`src/rtl/ram_copy_engine.sv`:
```
// rtl/ram_copy_engine.sv - COPY/FILL bus master for a single-port synchronous RAM with 1-cycle read latency
module ram_copy_engine #(
    parameter int DATA_WIDTH    = 32,
    parameter int ADDRESS_WIDTH = 12
) (
    input  logic                     clk,
    input  logic                     rst_n,
    input  logic                     start,
    input  logic                     mode,
    input  logic [ADDRESS_WIDTH-1:0] src,
    input  logic [ADDRESS_WIDTH-1:0] dst,
    input  logic [ADDRESS_WIDTH:0]   len,
    input  logic [DATA_WIDTH-1:0]    fill_val,
    input  logic                     abort,
    output logic                     busy,
    output logic                     done,
    output logic                     aborted,
    output logic [ADDRESS_WIDTH:0]   words_done,
    output logic                     mem_wEn,
    output logic [ADDRESS_WIDTH-1:0] mem_addr,
    output logic [DATA_WIDTH-1:0]    mem_dataIn,
    input  logic [DATA_WIDTH-1:0]    mem_dataOut
);
    localparam int AW = ADDRESS_WIDTH;
    localparam logic [AW-1:0] ONE = AW'(1);

    typedef enum logic [2:0] {S_IDLE, S_RD, S_WR, S_FILL, S_DONE} state_t;

    state_t          state, state_nx;
    logic [AW-1:0]   rd_ptr, wr_ptr;
    logic [AW:0]     remaining;
    logic            descend;
    logic [DATA_WIDTH-1:0] fill_q;

    logic [AW-1:0]   diff;
    logic            overlap;
    logic            last_word;
    logic [AW-1:0]   len_m1;

    // Forward overlap means an ascending copy would overwrite source words before reading them.
    assign diff      = dst - src;
    assign overlap   = !mode && (diff != '0) && ({1'b0, diff} < len);
    assign last_word = (remaining == {{AW{1'b0}}, 1'b1});
    assign len_m1    = len[AW-1:0] - ONE;

    always_comb begin
        state_nx = state;
        case (state)
            S_IDLE: if (start) begin
                if (len == '0)  state_nx = S_DONE;
                else if (mode)  state_nx = S_FILL;
                else            state_nx = S_RD;
            end
            S_RD:    state_nx = abort ? S_DONE : S_WR;
            S_WR:    state_nx = (last_word || abort) ? S_DONE : S_RD;
            S_FILL:  state_nx = (last_word || abort) ? S_DONE : S_FILL;
            S_DONE:  state_nx = S_IDLE;
            default: state_nx = S_IDLE;
        endcase
    end

    always_ff @(posedge clk or negedge rst_n) begin
        if (!rst_n) begin
            state      <= S_IDLE;
            rd_ptr     <= '0;
            wr_ptr     <= '0;
            remaining  <= '0;
            descend    <= 1'b0;
            fill_q     <= '0;
            words_done <= '0;
            aborted    <= 1'b0;
        end else begin
            state <= state_nx;
            case (state)
                S_IDLE: if (start) begin
                    rd_ptr     <= overlap ? src + len_m1 : src;
                    wr_ptr     <= overlap ? dst + len_m1 : dst;
                    remaining  <= len;
                    descend    <= overlap;
                    fill_q     <= fill_val;
                    words_done <= '0;
                    aborted    <= 1'b0;
                end
                S_RD: if (abort) aborted <= 1'b1;
                S_WR, S_FILL: begin
                    words_done <= words_done + 1'b1;
                    remaining  <= remaining - 1'b1;
                    wr_ptr     <= descend ? wr_ptr - ONE : wr_ptr + ONE;
                    if (state == S_WR)
                        rd_ptr <= descend ? rd_ptr - ONE : rd_ptr + ONE;
                    // A write finishing the command on its last word is a normal completion.
                    if (abort && !last_word) aborted <= 1'b1;
                end
                default: ;
            endcase
        end
    end

    always_comb begin
        busy       = (state == S_RD) || (state == S_WR) || (state == S_FILL);
        done       = (state == S_DONE);
        mem_wEn    = (state == S_WR) || (state == S_FILL);
        mem_addr   = '0;
        mem_dataIn = '0;
        case (state)
            S_RD:   mem_addr = rd_ptr;
            S_WR:   begin mem_addr = wr_ptr; mem_dataIn = mem_dataOut; end
            S_FILL: begin mem_addr = wr_ptr; mem_dataIn = fill_q; end
            default: ;
        endcase
    end
endmodule

```
`config.mk`:
```
export PLATFORM = sky130hd
export DESIGN_NAME = ram_copy_engine
export DESIGN_NICKNAME = d
export VERILOG_FILES = /design/src/rtl/ram_copy_engine.sv
export SDC_FILE = /design/constraint.sdc
export NUM_CORES = 1
export LEC_CHECK = 0
export CAP_MARGIN = 20
export CORE_AREA = 4 4 125 157
export CTS_CLUSTER_SIZE = 20
export DETAILED_ROUTE_END_ITERATION = 6
export DIE_AREA = 0 0 129 161
export PLACE_DENSITY = 0.85
export SLEW_MARGIN = 20
export SYNTH_ARGS = -nofsm -noshare
export SYNTH_HDL_FRONTEND = slang
export SYNTH_SLANG_ARGS = --single-unit
```
`constraint.sdc`:
```
create_clock -name clk -period 3 [get_ports clk]
set_input_delay 0.6 -clock clk [delete_from_list [all_inputs] [get_ports clk]]
set_output_delay 0.6 -clock clk [all_outputs]
set_load 0.02 [all_outputs]
```
[Word-level counts from Yosys, hierarchy flattened]
Index checks and enable logic that the tools add are counted.
Word-level totals
  bits in registers: 87
  bits of input ports: 106
  output and inout bits: 61
  logic and storage cells: 73
Operators by class
  add/sub/neg operators: 10
  reductions and logical operators: 19
  multiplexer cells: 26
  magnitude comparators: 1
  equality and inequality tests: 9
Operator list (number)
  2-to-1 mux 12 bit: 7
  case mux 12 bit (2 select lines): 3
  case mux 32 bit (2 select lines): 1
  case mux 13 bit (2 select lines): 2
  subtractor 12 x 1 -> 12 bit (second input constant): 3
  2-to-1 mux 13 bit: 2
  adder 12 x 1 -> 12 bit (second input constant): 2
  adder 12 bit: 2
  2-to-1 mux 3 bit: 5
  adder 13 x 1 -> 13 bit (second input constant): 1
  == test 13 x 1 -> 1 bit (second input constant): 1
  zero test 13 bit: 1
  less-than comparator 12 x 13 -> 1 bit: 1
  subtractor 13 x 1 -> 13 bit (second input constant): 1
  case mux 3 bit (4 select lines): 1
  nonzero test 12 bit: 1
  subtractor 12 bit: 1
  == test 3 x 2 -> 1 bit (second input constant): 2
  logical OR 1 bit: 4
  inequality test 2 x 1 -> 1 bit (second input constant): 2
  inequality test 2 bit (second input constant): 2
  AND reduction 2 bit: 2
  AND reduction 4 bit: 1
  == test 3 x 1 -> 1 bit (second input constant): 1
  other kinds (11): 16

[Logic depth before layout (Yosys ltp)]
  depth after elaboration: 7
  gate-level depth with buffers: 20
  depth with buffers taken out: 18

[Least setup slack after synthesis]
Ideal clock, no wire load.
  path type: in2reg
  start point: input dst[0]
  end point: register wr_ptr[1]
  library setup time: 0.142 ns
  required time: 2.858 ns
  slack: -1.006 ns
  data arrival time: 3.864 ns
  cell stages on the path: 17
  path through: inv_1 > ha_1 > fa_1 > nand2b_1 > a211oi_1 > o31ai_1 > o21ai_0 > inv_1 > ha_1 > a21o_1 > a221oi_1 > o211ai_1 > a21oi_1 > clkbuf_1 > nand2_1 > o311ai_0 > o32ai_1
On the way
  cells in the longest elaborated chain, start to end: 7
RTL lines
  from (decl): line 11  | input logic [ADDRESS_WIDTH-1:0] dst,
  branches (longest 4 deep; another with less-than comparator 12 x 13 -> 1 bit)
  2-to-1 mux 12 bit (*): line 77  | wr_ptr <= overlap ? dst + len_m1 : dst;
  2-to-1 mux 12 bit (*): line 75  | S_IDLE: if (start) begin
  case mux 12 bit (2 select lines) (*): line 74  | case (state)
  to (signal assigned): line 77
  to (signal assigned): line 88  | wr_ptr <= descend ? wr_ptr - ONE : wr_ptr + ONE;
  to (decl): line 30  | logic [AW-1:0] rd_ptr, wr_ptr;
Every way passes the cells marked *. The select of a mux whose other input is x is not followed.
A chain may end at the register's enable or synchronous reset.

[Worst setup path after layout]
  start point: input dst[0]
  end point: register rd_ptr[10]
On the way
  cells in the longest elaborated chain, start to end: 7
RTL lines
  subtractor 12 bit (*): line 41  | assign diff = dst - src;
  branches (longest 2 deep; another with less-than comparator 12 x 13 -> 1 bit)
  logical AND 1 bit (*): line 42  | assign overlap = !mode && (diff != '0) && ({1'b0, diff} < len);
  2-to-1 mux 12 bit (*): line 76  | rd_ptr <= overlap ? src + len_m1 : src;
  2-to-1 mux 12 bit (*): line 75
  case mux 12 bit (2 select lines) (*): line 74
  to (signal assigned): line 76
  to (signal assigned): line 90  | rd_ptr <= descend ? rd_ptr - ONE : rd_ptr + ONE;
  to (decl): line 30
Marks and branches as above.

==> summary.md <==
| Metric | Value |
|---|---|
| First-pass GRT wire length | `approximately 50 mm` |
| Fin crit share | `1.32` |
| Grt total ovfl | `0` |
| Worst path slowest cell | `fa_2` |
| GRT Resource Usage Total | `0.300` |
| Core area | `between 15000 and 20000 µm²` |
| Min-delay worst type | `in2async` |
| Setup crit end kind | `flop` |
| Die width | `129 µm` |
| Worst Setup Start Kind | `primary input` |
| Clock skew | `between 0.01 and 0.015 ns` |
| Hold buffers post-CTS | `0` |
| WP data arrival | `~4.2 ns` |
| Most used DFF post-synth | `dfrtp_1` |
| Vias in the first global route | `just over 10000` |
| MaxCap Viol Count | `0` |
| Synth Cell Area | `8100 µm²` |
| Final Hold Viols | `0` |
| FFs w/ async S/R, synth | `1.00` |
| Clk root buf | `clkbuf_16` |
| Avg Vias per Cell | `~6.0` |
| Crit path cell chain | `buf_12 -> inv_12 -> ha_4 -> fa_2 -> nand2b_4 -> a211o_1 -> a21oi_1 -> o21ai_1 -> inv_1 -> ha_4 -> a21o_1 -> a221oi_2 -> o211ai_1 -> buf_4 -> a21o_4 -> buf_6 -> buf_6 -> nor2_4 -> o211ai_1 -> a31oi_1` |
| Largest stage delay, worst path | `0.39 ns` |
| Row cnt | `55` |
| CTS buffer count | `9` |
| Status | `finished with violations` |
| Max_slew headroom | `0.493` |
| Most used routing layer | `met2` |
| Max Buffers Root-to-Sink | `2` |
| Yosys cell types | `71` |
| Largest net degree at the start of global routing | `between 50 and 60` |
| Share of cells above drive strength 1 | `0.268` |
| GPL Wtd Cong | `~0.96` |
| Final antenna-violating net count | `0` |
| Yosys top cell area share | `0.269` |
| EDFF count, synth | `0` |
| Failing checks | `DRC, setup timing` |
| Avg Inst Size Synth | `a little under 8 µm²` |
| Initial Utilization | `0.449` |
| Iter 0 DRT Violations | `877` |
| Routed wire length | `around 32 mm` |
| Worst Path Buf+Inv | `6` |
| GR Util met1 | `0.357` |
| M2 GR Usage | `0.508` |
| Top-count cell post-synth | `nand2_1` |
| Synthesized Nets | `1205` |
| Synth top area cells | `dfrtp_1 (27%), ha_1 (11%), nand2_1 (6.9%)` |
| Seq/Total Area, Yosys | `0.269` |
| DP Cell Count | `1580` |
| Worst VDD drop | `~0.00047 V` |
| DRC | `2` |
| Fin nets | `~1600` |
| Worst Tran Pin Value | `0.761 ns` |
| Initial antenna violation count | `0` |
| Final Setup Violations | `25` |
| Fillers | `1270` |
| Syn Inst Count | `1026` |
| Minimum clock period | `~4.0 ns` |
| DR WL/cell | `approximately 20 µm` |
| WS Path Type | `in2reg` |
| Number of synthesized register bits | `87` |
| Via Count | `about 10000` |
| Post-synth top area cell | `dfrtp_1` |
| CTS sink count | `between 80 and 90` |
| Die Span Y | `161 µm` |
| Number of top-level design ports | `between 150 and 200` |
| Ys Warns | `0` |
| # H-tree levels | `3` |
| CP Max Fanout | `5` |
| Pre-CTS WS | `-1.65 ns` |
| Pwr dens | `804 nW/µm²` |
| CTS tree | `built` |
| Leak | `5.74 nW` |
| Setup ws final | `-0.962 ns` |
| Max Freq | `approximately 250 MHz` |
| Clock-pin slew on the worst setup and hold paths | `around 0.08 ns` |
| Die footprint | `approximately 21000 µm²` |
| TritonRoute pass-1 iters | `7` |
| Pins Over Slew Limit | `0` |
| Hpwl dp | `23.1 mm` |
| Area growth, synth to finish | `57.1%` |
| Antenna cells | `0` |
| GRT met3 Usage | `0.0500` |
| Worst-skew pair later-pin latency | `~0.35 ns` |
| Required @ worst endpoint | `around 3.3 ns` |
| RSZ-0062 raised after global routing | `yes` |
| IO buf count | `166` |
| Kind of cell adding the most delay to the critical path | `compound AO/OA/AOI/OAI gates` |
| Post-route insts no fill | `1652` |
| Top post-synthesis cells by count | `nand2_1 (148), nor2_1 (130), dfrtp_1 (87), ha_1 (68), a21oi_1 (52)` |
[state kept, by name, summed over array words and instances, names as in the netlist]
name        count
aborted         1
state           3
wr_ptr         12
rd_ptr         12
remaining      13
descend         1
fill_q         32
words_done     13
[worst register-to-register path: stages, from the launching register on]
cell and delay (ns):
dfrtp_1 0.47, buf_4 0.29, ha_1 0.29, a211oi_1 0.25
nor2_1 0.10, o221a_2 0.28, o21a_1 0.22, o311ai_0 0.57
mux2i_1 0.29, o311a_1 0.19, nand2_1 0.05
[layer usage]
metal  vias to the layer above  share of wire
met5                         -              0
met4                         0          0.065
met3                       149          0.085
met2                       605           0.48
met1                      4621           0.37
li1                       4480              -
[per-stage QoR]
stage	utilization	hold WS (ns)	cell area (µm²)	setup TNS [ns]	power [W]
3_3_place_gp	0.640	0.459	11500	-37.32	0.00826
3_5_place_dp	0.640	0.467	11500	-38.44	0.00846
2_1_floorplan	-	0.304	8230	-16.71	0.00611
5_1_grt	0.706	0.372	12700	-23.56	0.0108
4_1_cts	0.697	0.332	12600	-16.97	0.00991
6_report	0.706	0.308	12700	-20.75	0.0102
[logic make-up after synthesis]
kind of cell / share of synthesized area
adder cells (fa/ha/maj): 0.117
flip-flops: 0.269
AO/OA/AOI/OAI: 0.223
buffers and inverters: 0.0478
multiplexers: 0.0420
AND/OR/NAND/NOR: 0.237
XOR/XNOR: 0.0638
[power by group]
part | leakage (nW) | internal, W | switching [W]
sequential | 1.07 | 0.00170 | 0.000530
clock | 0.143 | 0.000587 | 0.000547
combinational | 4.53 | 0.00310 | 0.00376
[layout by cell type, fill, tap and decap left out, drive strengths merged, types with 14 or more instances in the layout]
| master | count |
|---|---|
| nand3 | 25 |
| nor2 | 130 |
| mux2i | 34 |
| inv | 55 |
| o21ai | 44 |
| or3 | 14 |
| nor3 | 33 |
| dfrtp | 87 |
| a21oi | 52 |
| xor2 | 26 |
| xnor2 | 33 |
| clkdlybuf4s50 | 144 |
| o21a | 14 |
| ha | 68 |
| buf | 269 |
| nand2 | 148 |
| a22o | 14 |
[final cells by class]
type / count / area, µm² / share of cell area
multi-input combinational: 843 / 6080 / 0.478
timing repair buffer: 425 / 3650 / 0.287
sequential: 87 / 2180 / 0.171
tap: 228 / 285 / 0.0224
clock buffer: 9 / 225 / 0.0177
inverter: 53 / 216 / 0.0170
clock inverter: 7 / 75.1 / 0.00590
[final timing paths]
path                       startpoint          to  slack, ns  cells after the start
min reg2reg                fill_q[24]  fill_q[24]       0.49                      2
max reg2reg                   descend  wr_ptr[11]      -0.10                     10
min in group clk           fill_q[24]  fill_q[24]       0.49                      2
max in group asynchronous       rst_n    state[1]       1.96                      2
max                            dst[0]  rd_ptr[10]      -0.96                     20
min                             rst_n  fill_q[12]       0.31                      1
[what timing repair did]
item                       4_1_cts  5_1_grt
buffers inserted                51        8
setup endpoints to repair       25       60
gates cloned                     1        0
resized for setup              125       39
pin swaps                       54       41
Power figures use the tool's default switching activity.
